### src/rtl/counter_using_tff_pkg.sv
// Shared constants for the T flip-flop based counter.
//
// Contents:
//   DEFAULT_COUNTER_WIDTH - default bit width of the counter output Q.
`timescale 1ns/1ps
package counter_using_tff_pkg;

    localparam int DEFAULT_COUNTER_WIDTH = 8;

endpackage : counter_using_tff_pkg

### src/rtl/counter_using_tff_tff.sv
// Single T flip-flop cell with synchronous active-high reset.
//
// Ports:
//   clk - system clock, state updates on the rising edge
//   rst - synchronous active-high reset, forces q to 0
//   t   - toggle enable: q inverts on the next edge when t=1
//   q   - registered flip-flop output
`timescale 1ns/1ps
module tff_cell (
    input  logic clk,
    input  logic rst,
    input  logic t,
    output logic q
);

    logic q_reg;

    always_ff @(posedge clk) begin
        if (rst) begin
            q_reg <= 1'b0;
        end else begin
            q_reg <= q_reg ^ t;
        end
    end

    assign q = q_reg;

endmodule : tff_cell

### src/rtl/counter_using_tff.sv
// Free-running synchronous binary up-counter built from a chain of T
// flip-flops. Every cell shares clk; a cell toggles when all lower bits are
// 1, which is exactly the carry condition of a +1 increment.
//
// Parameters:
//   WIDTH - number of counter bits (>= 1)
//
// Ports:
//   clk - system clock
//   rst - synchronous active-high reset, clears Q on the sampling edge
//   Q   - current count, taken straight from the flip-flop outputs
`timescale 1ns/1ps
module counter_using_tff
    import counter_using_tff_pkg::*;
#(
    parameter int WIDTH = DEFAULT_COUNTER_WIDTH
) (
    input  logic             clk,
    input  logic             rst,
    output logic [WIDTH-1:0] Q
);

    // t_chain[i] is the prefix AND of Q[i-1:0]; bit 0 always toggles.
    logic [WIDTH-1:0] t_chain;
    logic [WIDTH-1:0] q_bits;

    assign t_chain[0] = 1'b1;

    generate
        genvar gi;
        for (gi = 1; gi < WIDTH; gi++) begin : g_t_chain
            assign t_chain[gi] = t_chain[gi-1] & q_bits[gi-1];
        end

        for (gi = 0; gi < WIDTH; gi++) begin : g_cells
            tff_cell u_cell (
                .clk (clk),
                .rst (rst),
                .t   (t_chain[gi]),
                .q   (q_bits[gi])
            );
        end
    endgenerate

    assign Q = q_bits;

endmodule : counter_using_tff

### config.mk
export PLATFORM = sky130hd
export DESIGN_NAME = counter_using_tff
export DESIGN_NICKNAME = d
export VERILOG_FILES = /design/src/rtl/counter_using_tff_pkg.sv /design/src/rtl/counter_using_tff_tff.sv /design/src/rtl/counter_using_tff.sv
export SDC_FILE = /design/constraint.sdc
export NUM_CORES = 1
export LEC_CHECK = 0
export CAP_MARGIN = 40
export CORE_AREA = 2 2 39 41
export CTS_CLUSTER_DIAMETER = 150
export DETAILED_ROUTE_END_ITERATION = 10
export DIE_AREA = 0 0 41 43
export MAX_ROUTING_LAYER = met4
export PLACE_DENSITY_LB_ADDON = 0.25
export SLEW_MARGIN = 20
export SYNTH_ARGS = -nofsm -noshare
export SYNTH_HDL_FRONTEND = slang
export SYNTH_SLANG_ARGS = --single-unit
### constraint.sdc
create_clock -name clk -period 1.7 [get_ports clk]
set_clock_uncertainty 0.05 [all_clocks]
set_input_delay 0.255 -clock clk [delete_from_list [all_inputs] [get_ports clk]]
set_output_delay 0.255 -clock clk [all_outputs]
set_load 0.05 [all_outputs]
* Word level (Yosys, flattened, before mapping)
Index checks and enable logic that the tools add are counted. W data, S select, Z words.
Storage, ports and cells: flip-flop bits (word level) 8, input bits 2, logic and storage cells 22
Operators by class: bitwise logic cells 14
Operators by type and width (count):
- $xor A1 B1 Y1 | 7
- $and A1 B1 Y1 | 6
- $not A1 Y1 | 1

* Logic depth before layout (Yosys ltp)
Gate-level depths: netlist (run 1).
depth in word-level cells 7, depth in mapped cells 8

* Hierarchy
From an unflattened synthesis (run 1), not the netlist that was laid out.
Second synthesis, totals: cell total of the unflattened synthesis 32, area total of the unflattened synthesis 316.6 um^2
Modules (own cells, without submodules):
- tff_cell | instances 8, cells an instance 3, area each 32.5 um^2, seq. area each 20.0 um^2
- counter_using_tff | instances 1, cells an instance 8, area each 56.3 um^2, seq. area each 0.0 um^2

* Worst setup path before layout (run 1)
No wires, ideal clock.
kind register to register, from register g_cells[0].u_cell.q_reg, to register g_cells[6].u_cell.q_reg, arrival time 1540 ps, required time 1536 ps, slack -4 ps, cell stages (with the launch flop) 8, buffers on the path 0, clock period less this slack 1704 ps, cells stage by stage dfxtp_1 -> ha_1 -> ha_1 -> ha_1 -> ha_1 -> ha_1 -> ha_1 -> nor2b_1
On the way: cells in the longest elaborated chain, start to end 6
Ends and longest elaborated chain:
- start, declared | line counter_using_tff_tff.sv:16 | logic q_reg;
- start signal, assigned | line counter_using_tff_tff.sv:22 | q_reg <= q_reg ^ t;
- $and A1 B1 Y1 (5 in series) | line counter_using_tff.sv:32 | assign t_chain[gi] = t_chain[gi-1] & q_bits[gi-1];
- $xor A1 B1 Y1 | line counter_using_tff_tff.sv:22
- end signal, assigned | line counter_using_tff_tff.sv:22
- end, declared | line counter_using_tff_tff.sv:16
No other way between the ends. A chain may end at the register's enable or synchronous reset.

* Worst setup path in the final report (run 1)
from register g_cells[0].u_cell.q_reg, to register g_cells[7].u_cell.q_reg
On the way: cells in the longest elaborated chain, start to end 7
Ends and longest elaborated chain (line):
- $and A1 B1 Y1 (6 in series) | counter_using_tff.sv:32
- $xor A1 B1 Y1 | counter_using_tff_tff.sv:22
- end signal, assigned | counter_using_tff_tff.sv:22
- end, declared | counter_using_tff_tff.sv:16
No other way between the ends.

==> impl_metrics.env, run 1 <==
export IMPL_outcome="completed"
export IMPL_synth_edff_count=0
export IMPL_top_cell_type_by_total_area_after_synthesis="sky130_fd_sc_hd__dfxtp_1"
export IMPL_drt_first_iter_violations=0
export IMPL_max_cap_viol_count=0
export IMPL_chipHeight_um=43
export IMPL_clock_tree_from_tritoncts="done"
export IMPL_largest_register_ff_count=8
export IMPL_max_clock_path_buffers=2
export IMPL_antenna_violating_nets_post_route=0
export IMPL_fin_crit_sh_pct=96.9
export IMPL_period_minus_slack_ns=1.65
export IMPL_fp_dieArea_um2=1760
export IMPL_critical_path_endpoint_type="register"
export IMPL_cp_data_arrival_time_ns=1.73
export IMPL_multi_input_comb_area_um2=201
export IMPL_path_max_fanout=2
export IMPL_synth_seq_cells=8
export IMPL_yosys_warnings=0
export IMPL_number_of_library_cell_types_mapped_by_synthesis=6
export IMPL_detailedRoute_firstPassIterationCount=1
export IMPL_grt_ovfl_total=0
export IMPL_cts_made_buffers=3
export IMPL_postLayoutCellArea_um2=492
export IMPL_drt_total_wl_um=501
export IMPL_unrepaired_setup_endpoints_after_global_routing="false"
export IMPL_hold_viol_final=0
export IMPL_core_area_um2=1380
export IMPL_synth_net_count=39
export IMPL_numClockSinks=8
export IMPL_post_synth_most_frequent_cells="8 x sky130_fd_sc_hd__buf_4, 8 x sky130_fd_sc_hd__dfxtp_1, 6 x sky130_fd_sc_hd__ha_1, 6 x sky130_fd_sc_hd__nor2b_1, 2 x sky130_fd_sc_hd__nor2_1"
export IMPL_final_fill_count=146
export IMPL_gp_congestion=0.601
export IMPL_grt_max_degree=9
export IMPL_cts_root_buf="sky130_fd_sc_hd__clkbuf_4"
export IMPL_drc=0
export IMPL_grt_total_usage_pct=8.35
export IMPL_fmax_ghz=0.607
export IMPL_path_delay_family="adder cells"
export IMPL_netlist_area_leader_share_pct=45.9
export IMPL_wire_length_of_the_first_global_routing_pass_um=821
export IMPL_antenna_cells=0
export IMPL_slew_limit_headroom_pct=82.3
export IMPL_crit_required_ns=1.78
export IMPL_routed_via_count=207
export IMPL_async_flop_share_pct=0
export IMPL_cts_repair_timing_setup_buffer_count=0
export IMPL_crit_type="reg2reg"
export IMPL_clkTransAtPathRegs_ns=0.05
export IMPL_die_width_um=41
export IMPL_buf_inv_stages_crit_path=0
export IMPL_drv_slew=0
export IMPL_seq_total_area_yosys_pct=45.9
export IMPL_critPathMaxStageDelay_ns=0.32
export IMPL_startpoint_type="register"
export IMPL_placement_io_buffers=9
export IMPL_timing_worst_slew_pin_value_ns=0.265
export IMPL_hp_class="reg2reg"
export IMPL_place_area_um2=397
export IMPL_ordered_list_of_cells_on_the_worst_path="ha_2, ha_4, ha_4, ha_4, ha_4, ha_4, xnor2_2, nor2_1"
export IMPL_layout_setup_ws_ns=0.0535
export IMPL_ir_worst_vdd_uv=372
export IMPL_finish_net_count=47
export IMPL_cts_htree_levels=1
export IMPL_antenna_found_initial=0
export IMPL_syn_std_cell_area_um2=349
export IMPL_syn_avg_cell_area_um2=11.3
export IMPL_post_route_util_pct=35.5
export IMPL_start_util_pct=25.2
export IMPL_rows=14
export IMPL_placement_stage_worst_setup_slack_ns=-0.0685
export IMPL_via_density_per_instance=3.91
export IMPL_drive_gt1_share_pct=59.5
export IMPL_area_growth_syn_to_layout_pct=40.9
export IMPL_ff_latch_area_um2=163
export IMPL_synth_top_cells_by_area="sky130_fd_sc_hd__dfxtp_1 46%, sky130_fd_sc_hd__ha_1 22%, sky130_fd_sc_hd__buf_4 17%"
export IMPL_setup_viol_count_final=0
export IMPL_first_global_vias=208
export IMPL_synthCells=31
export IMPL_power_leakage_nw=0.205
export IMPL_boundaryPins=10
export IMPL_critical_path_top_cell_by_count="sky130_fd_sc_hd__ha_4"
export IMPL_wl_per_cell_um=9.45
export IMPL_power_per_cell_area_nw_per_um2=797
export IMPL_critPathSlowestCell="sky130_fd_sc_hd__dfxtp_2"
export IMPL_synthFlopType="sky130_fd_sc_hd__dfxtp_1"
export IMPL_clkLatencyLatePin_ns=0.25
==> report_power, final <==
part           total, mW  internal [mW]  leakage, nW  switching (mW)
clock network      0.141         0.0805       0.0138          0.0609
logic             0.0516         0.0208        0.125          0.0308
registers          0.199          0.195       0.0656         0.00447
==> cell type report <==
cell class,instances,area share [%]
Sequential cell,8,33.1
Clock buffer,3,4.58
Timing Repair Buffer,11,17.3
Tap cell,16,4.07
Multi-Input combinational cell,15,41.0
==> layer usage <==
metal | global-route usage, % | share of wire (%) | vias to the layer above
li1 | - | - | 107
met3 | 6.28 | 9.4 | 0
met2 | 11.9 | 56 | 8
met1 | 7.12 | 35 | 92
met5 | - | 0 | -
met4 | 6.00 | 0 | 0
==> worst paths after layout <==
check / to / start / depth (start not counted) / slack, ns
max: g_cells[7].u_cell.q$_SDFF_PP0_ / g_cells[0].u_cell.q$_SDFF_PP0_ / 8 / 0.05
min: g_cells[0].u_cell.q$_SDFF_PP0_ / g_cells[0].u_cell.q$_SDFF_PP0_ / 2 / 0.45
max reg2reg: g_cells[7].u_cell.q$_SDFF_PP0_ / g_cells[0].u_cell.q$_SDFF_PP0_ / 8 / 0.05
min reg2reg: g_cells[0].u_cell.q$_SDFF_PP0_ / g_cells[0].u_cell.q$_SDFF_PP0_ / 2 / 0.45
==> timing repair <==
action                     4_1_cts  5_1_grt
hold endpoints to repair         0        0
setup endpoints to repair        2        2
hold buffers                     0        0
pin swaps                        1        1
resized for setup                5        8
==> metrics by stage <==
step / setup TNS, ns / std cells / hold slack [ns] / total power, mW
after floorplan: 0 / 31 / 0.277 / 0.237
after global placement: -0.0870 / 50 / 0.446 / 0.250
after detailed placement: -0.130 / 50 / 0.460 / 0.251
after CTS: 0 / 53 / 0.453 / 0.400
after global routing: 0 / 53 / 0.474 / 0.420
final: 0 / 53 / 0.447 / 0.392
==> kinds of logic (layout without fill, tap and decap cells) <==
group	Yosys count	in the layout	synth area share (%)
buffers and inverters	8	14	17.2
DFF	8	8	45.9
adders and majority gates	6	6	21.5
and+or+nand+nor	8	8	12.9
xor gates and xnor gates	1	1	2.51
==> cells in the final DEF (no fill, tap or decap) <==
cell type                         count
sky130_fd_sc_hd__ha_2                 1
sky130_fd_sc_hd__nor2b_1              6
sky130_fd_sc_hd__nor2_1               2
sky130_fd_sc_hd__buf_4               10
sky130_fd_sc_hd__dfxtp_2              2
sky130_fd_sc_hd__clkdlybuf4s50_1      1
sky130_fd_sc_hd__xnor2_2              1
sky130_fd_sc_hd__clkbuf_4             3
sky130_fd_sc_hd__dfxtp_1              6
sky130_fd_sc_hd__ha_4                 5
==> worst register-to-register path: cells and delay by family, from the launching register on <==
family	cells	cell delay (ns)
adders and majority gates	6	0.97
xor gates and xnor gates	1	0.14
DFF	1	0.32
and+or+nand+nor	1	0.05
No activity file was read; power rests on OpenSTA's default activity.
==> run 2: changes to the inputs <==
CELL_PAD_IN_SITES_DETAIL_PLACEMENT = 0   (was default)
CELL_PAD_IN_SITES_GLOBAL_PLACEMENT = 1   (was default)
==> run 2 against run 1 <==
Against the previous run:
- first-iteration DRC count stayed put
- via count is 0.97% lower
- die area is the same
- critical endpoint unchanged
- critical path type unchanged
- largest cell class unchanged
- combinational power fell by 5.0%
- worst hold slack got worse by 0.0085 ns
==> impl_metrics.env, run 2 (same netlist as run 1, synthesis figures left out) <==
export IMPL_clkLatencyLatePin_ns=0.24
export IMPL_whs_path_depth=2
export IMPL_critPathSlowestCell="sky130_fd_sc_hd__dfxtp_2"
export IMPL_drive_gt1_share_pct=56.8
export IMPL_drt_first_iter_violations=0
export IMPL_path_max_fanout=2
export IMPL_finish_cell_count_without_fillers=53
export IMPL_placement_stage_worst_setup_slack_ns=-0.0562
export IMPL_setup_viol_count_final=0
export IMPL_outcome="completed"
export IMPL_antenna_found_initial=0
export IMPL_drt_total_wl_um=483
export IMPL_cts_htree_levels=1
export IMPL_path_delay_family="adder cells"
export IMPL_max_clock_path_buffers=2
export IMPL_crit_required_ns=1.78
export IMPL_area_growth_syn_to_layout_pct=37.6
export IMPL_cts_hold_fix_buffers=0
export IMPL_fp_dieArea_um2=1760
export IMPL_cts_repair_timing_setup_buffer_count=0
export IMPL_power_leakage_nw=0.204
export IMPL_placement_io_buffers=9
export IMPL_drc=0
export IMPL_dp_cells=50
export IMPL_period_minus_slack_ns=1.64
export IMPL_die_width_um=41
export IMPL_chipHeight_um=43
export IMPL_fin_tns_setup_ns=0
export IMPL_routed_via_count=205
export IMPL_crit_type="reg2reg"
export IMPL_layout_cells_most_common="sky130_fd_sc_hd__buf_4"
export IMPL_buf_inv_stages_crit_path=0
export IMPL_grt_total_usage_pct=6.19
export IMPL_cts_made_buffers=3
export IMPL_r2r_worst_path_cells=8
export IMPL_gp_congestion=0.613
export IMPL_detailedRoute_firstPassIterationCount=1
export IMPL_final_fill_count=137
export IMPL_boundaryPins=10
export IMPL_antenna_violating_nets_post_route=0
export IMPL_place_detailed_hpwl_um=345
export IMPL_layout_setup_ws_ns=0.0552
export IMPL_timing_worst_slew_pin_value_ns=0.253
export IMPL_most_common_layout_cells="10 x sky130_fd_sc_hd__buf_4, 7 x sky130_fd_sc_hd__dfxtp_1, 6 x sky130_fd_sc_hd__nor2b_1, 4 x sky130_fd_sc_hd__ha_4, 3 x sky130_fd_sc_hd__clkbuf_4"
export IMPL_post_route_util_pct=34.7
export IMPL_hp_class="reg2reg"
export IMPL_max_cap_viol_count=0
export IMPL_ordered_list_of_cells_on_the_worst_path="ha_2, ha_2, ha_4, ha_4, ha_4, ha_4, xnor2_2, nor2_1"
export IMPL_fmax_ghz=0.608
export IMPL_cts_root_buf="sky130_fd_sc_hd__clkbuf_4"
export IMPL_cp_num_cells=8
export IMPL_critical_path_endpoint_type="register"
export IMPL_core_area_um2=1380
export IMPL_fin_crit_sh_pct=96.8
export IMPL_critPathMaxStageDelay_ns=0.32
export IMPL_slew_limit_headroom_pct=83.1
export IMPL_ir_worst_vdd_uv=344
export IMPL_power_per_cell_area_nw_per_um2=803
export IMPL_wire_length_of_the_first_global_routing_pass_um=641
export IMPL_critical_path_top_cell_by_count="sky130_fd_sc_hd__ha_4"
export IMPL_clkTransAtPathRegs_ns=0.05
export IMPL_grt_max_degree=9
export IMPL_clock_tree_from_tritoncts="done"
export IMPL_hold_viol_final=0
export IMPL_largest_register_ff_count=8
export IMPL_via_density_per_instance=3.87
export IMPL_rows=14
export IMPL_drv_slew=0
export IMPL_start_util_pct=25.2
export IMPL_first_global_vias=201
export IMPL_grt_ovfl_total=0
export IMPL_finish_net_count=47
export IMPL_cp_data_arrival_time_ns=1.72
export IMPL_antenna_cells=0
export IMPL_startpoint_type="register"
export IMPL_numClockSinks=8
export IMPL_wl_per_cell_um=9.11
run 2: metrics by stage:
step | cell area, um2 | hold WS (ns) | power (mW)
3_5_place_dp | 397 | 0.450 | 0.251
6_report | 480 | 0.439 | 0.386
3_3_place_gp | 397 | 0.444 | 0.250
4_1_cts | 430 | 0.444 | 0.398
2_1_floorplan | 352 | 0.277 | 0.237
5_1_grt | 480 | 0.465 | 0.406
run 2: worst paths after layout:
check | start | to | slack [ns]
hold / removal | g_cells[0].u_cell.q$_SDFF_PP0_ | g_cells[0].u_cell.q$_SDFF_PP0_ | 0.44
hold reg to reg | g_cells[0].u_cell.q$_SDFF_PP0_ | g_cells[0].u_cell.q$_SDFF_PP0_ | 0.44
setup / recovery | g_cells[0].u_cell.q$_SDFF_PP0_ | g_cells[7].u_cell.q$_SDFF_PP0_ | 0.06
setup reg to reg | g_cells[0].u_cell.q$_SDFF_PP0_ | g_cells[7].u_cell.q$_SDFF_PP0_ | 0.06
run 2: per-layer routing:
metal,wire length [um],up-vias,global-route usage [%]
met5,0,-,-
met4,0,0,8.00
met3,42,0,3.14
met2,286,6,8.75
met1,154,95,4.53
li1,-,104,-
run 2: worst min-delay path, stage by stage, from the launching register on:
cell and delay [ns]:
sky130_fd_sc_hd__dfxtp_2 0.32, sky130_fd_sc_hd__buf_4 0.10, sky130_fd_sc_hd__nor2_1 0.03
run 2: where the power goes:
group	internal, mW	switching [mW]	total (mW)
Sequential	0.194	0.00347	0.198
Clock	0.0804	0.0586	0.139
Combinational	0.0194	0.0296	0.0490
run 2: timing repair:
| item | CTS | global route |
|---|---|---|
| resized for setup | 5 | 6 |
| pin swaps | 1 | 1 |
| setup endpoints to repair | 2 | 2 |
run 2: final cells by class:
| class | count | area [um2] | area share, % |
|---|---|---|---|
| clock buffer | 3 | 22.5 | 4.69 |
| tap | 16 | 20.0 | 4.17 |
| multi-input combinational | 15 | 191 | 39.8 |
| sequential | 8 | 161 | 33.6 |
| timing repair buffer | 11 | 85.1 | 17.7 |
==> run 3: changes to the inputs <==
ABC_CLOCK_PERIOD_IN_PS = 1700   (was default)
==> results of run 3 <==
Final layout, timing and power as in run 2 (identical DEF).
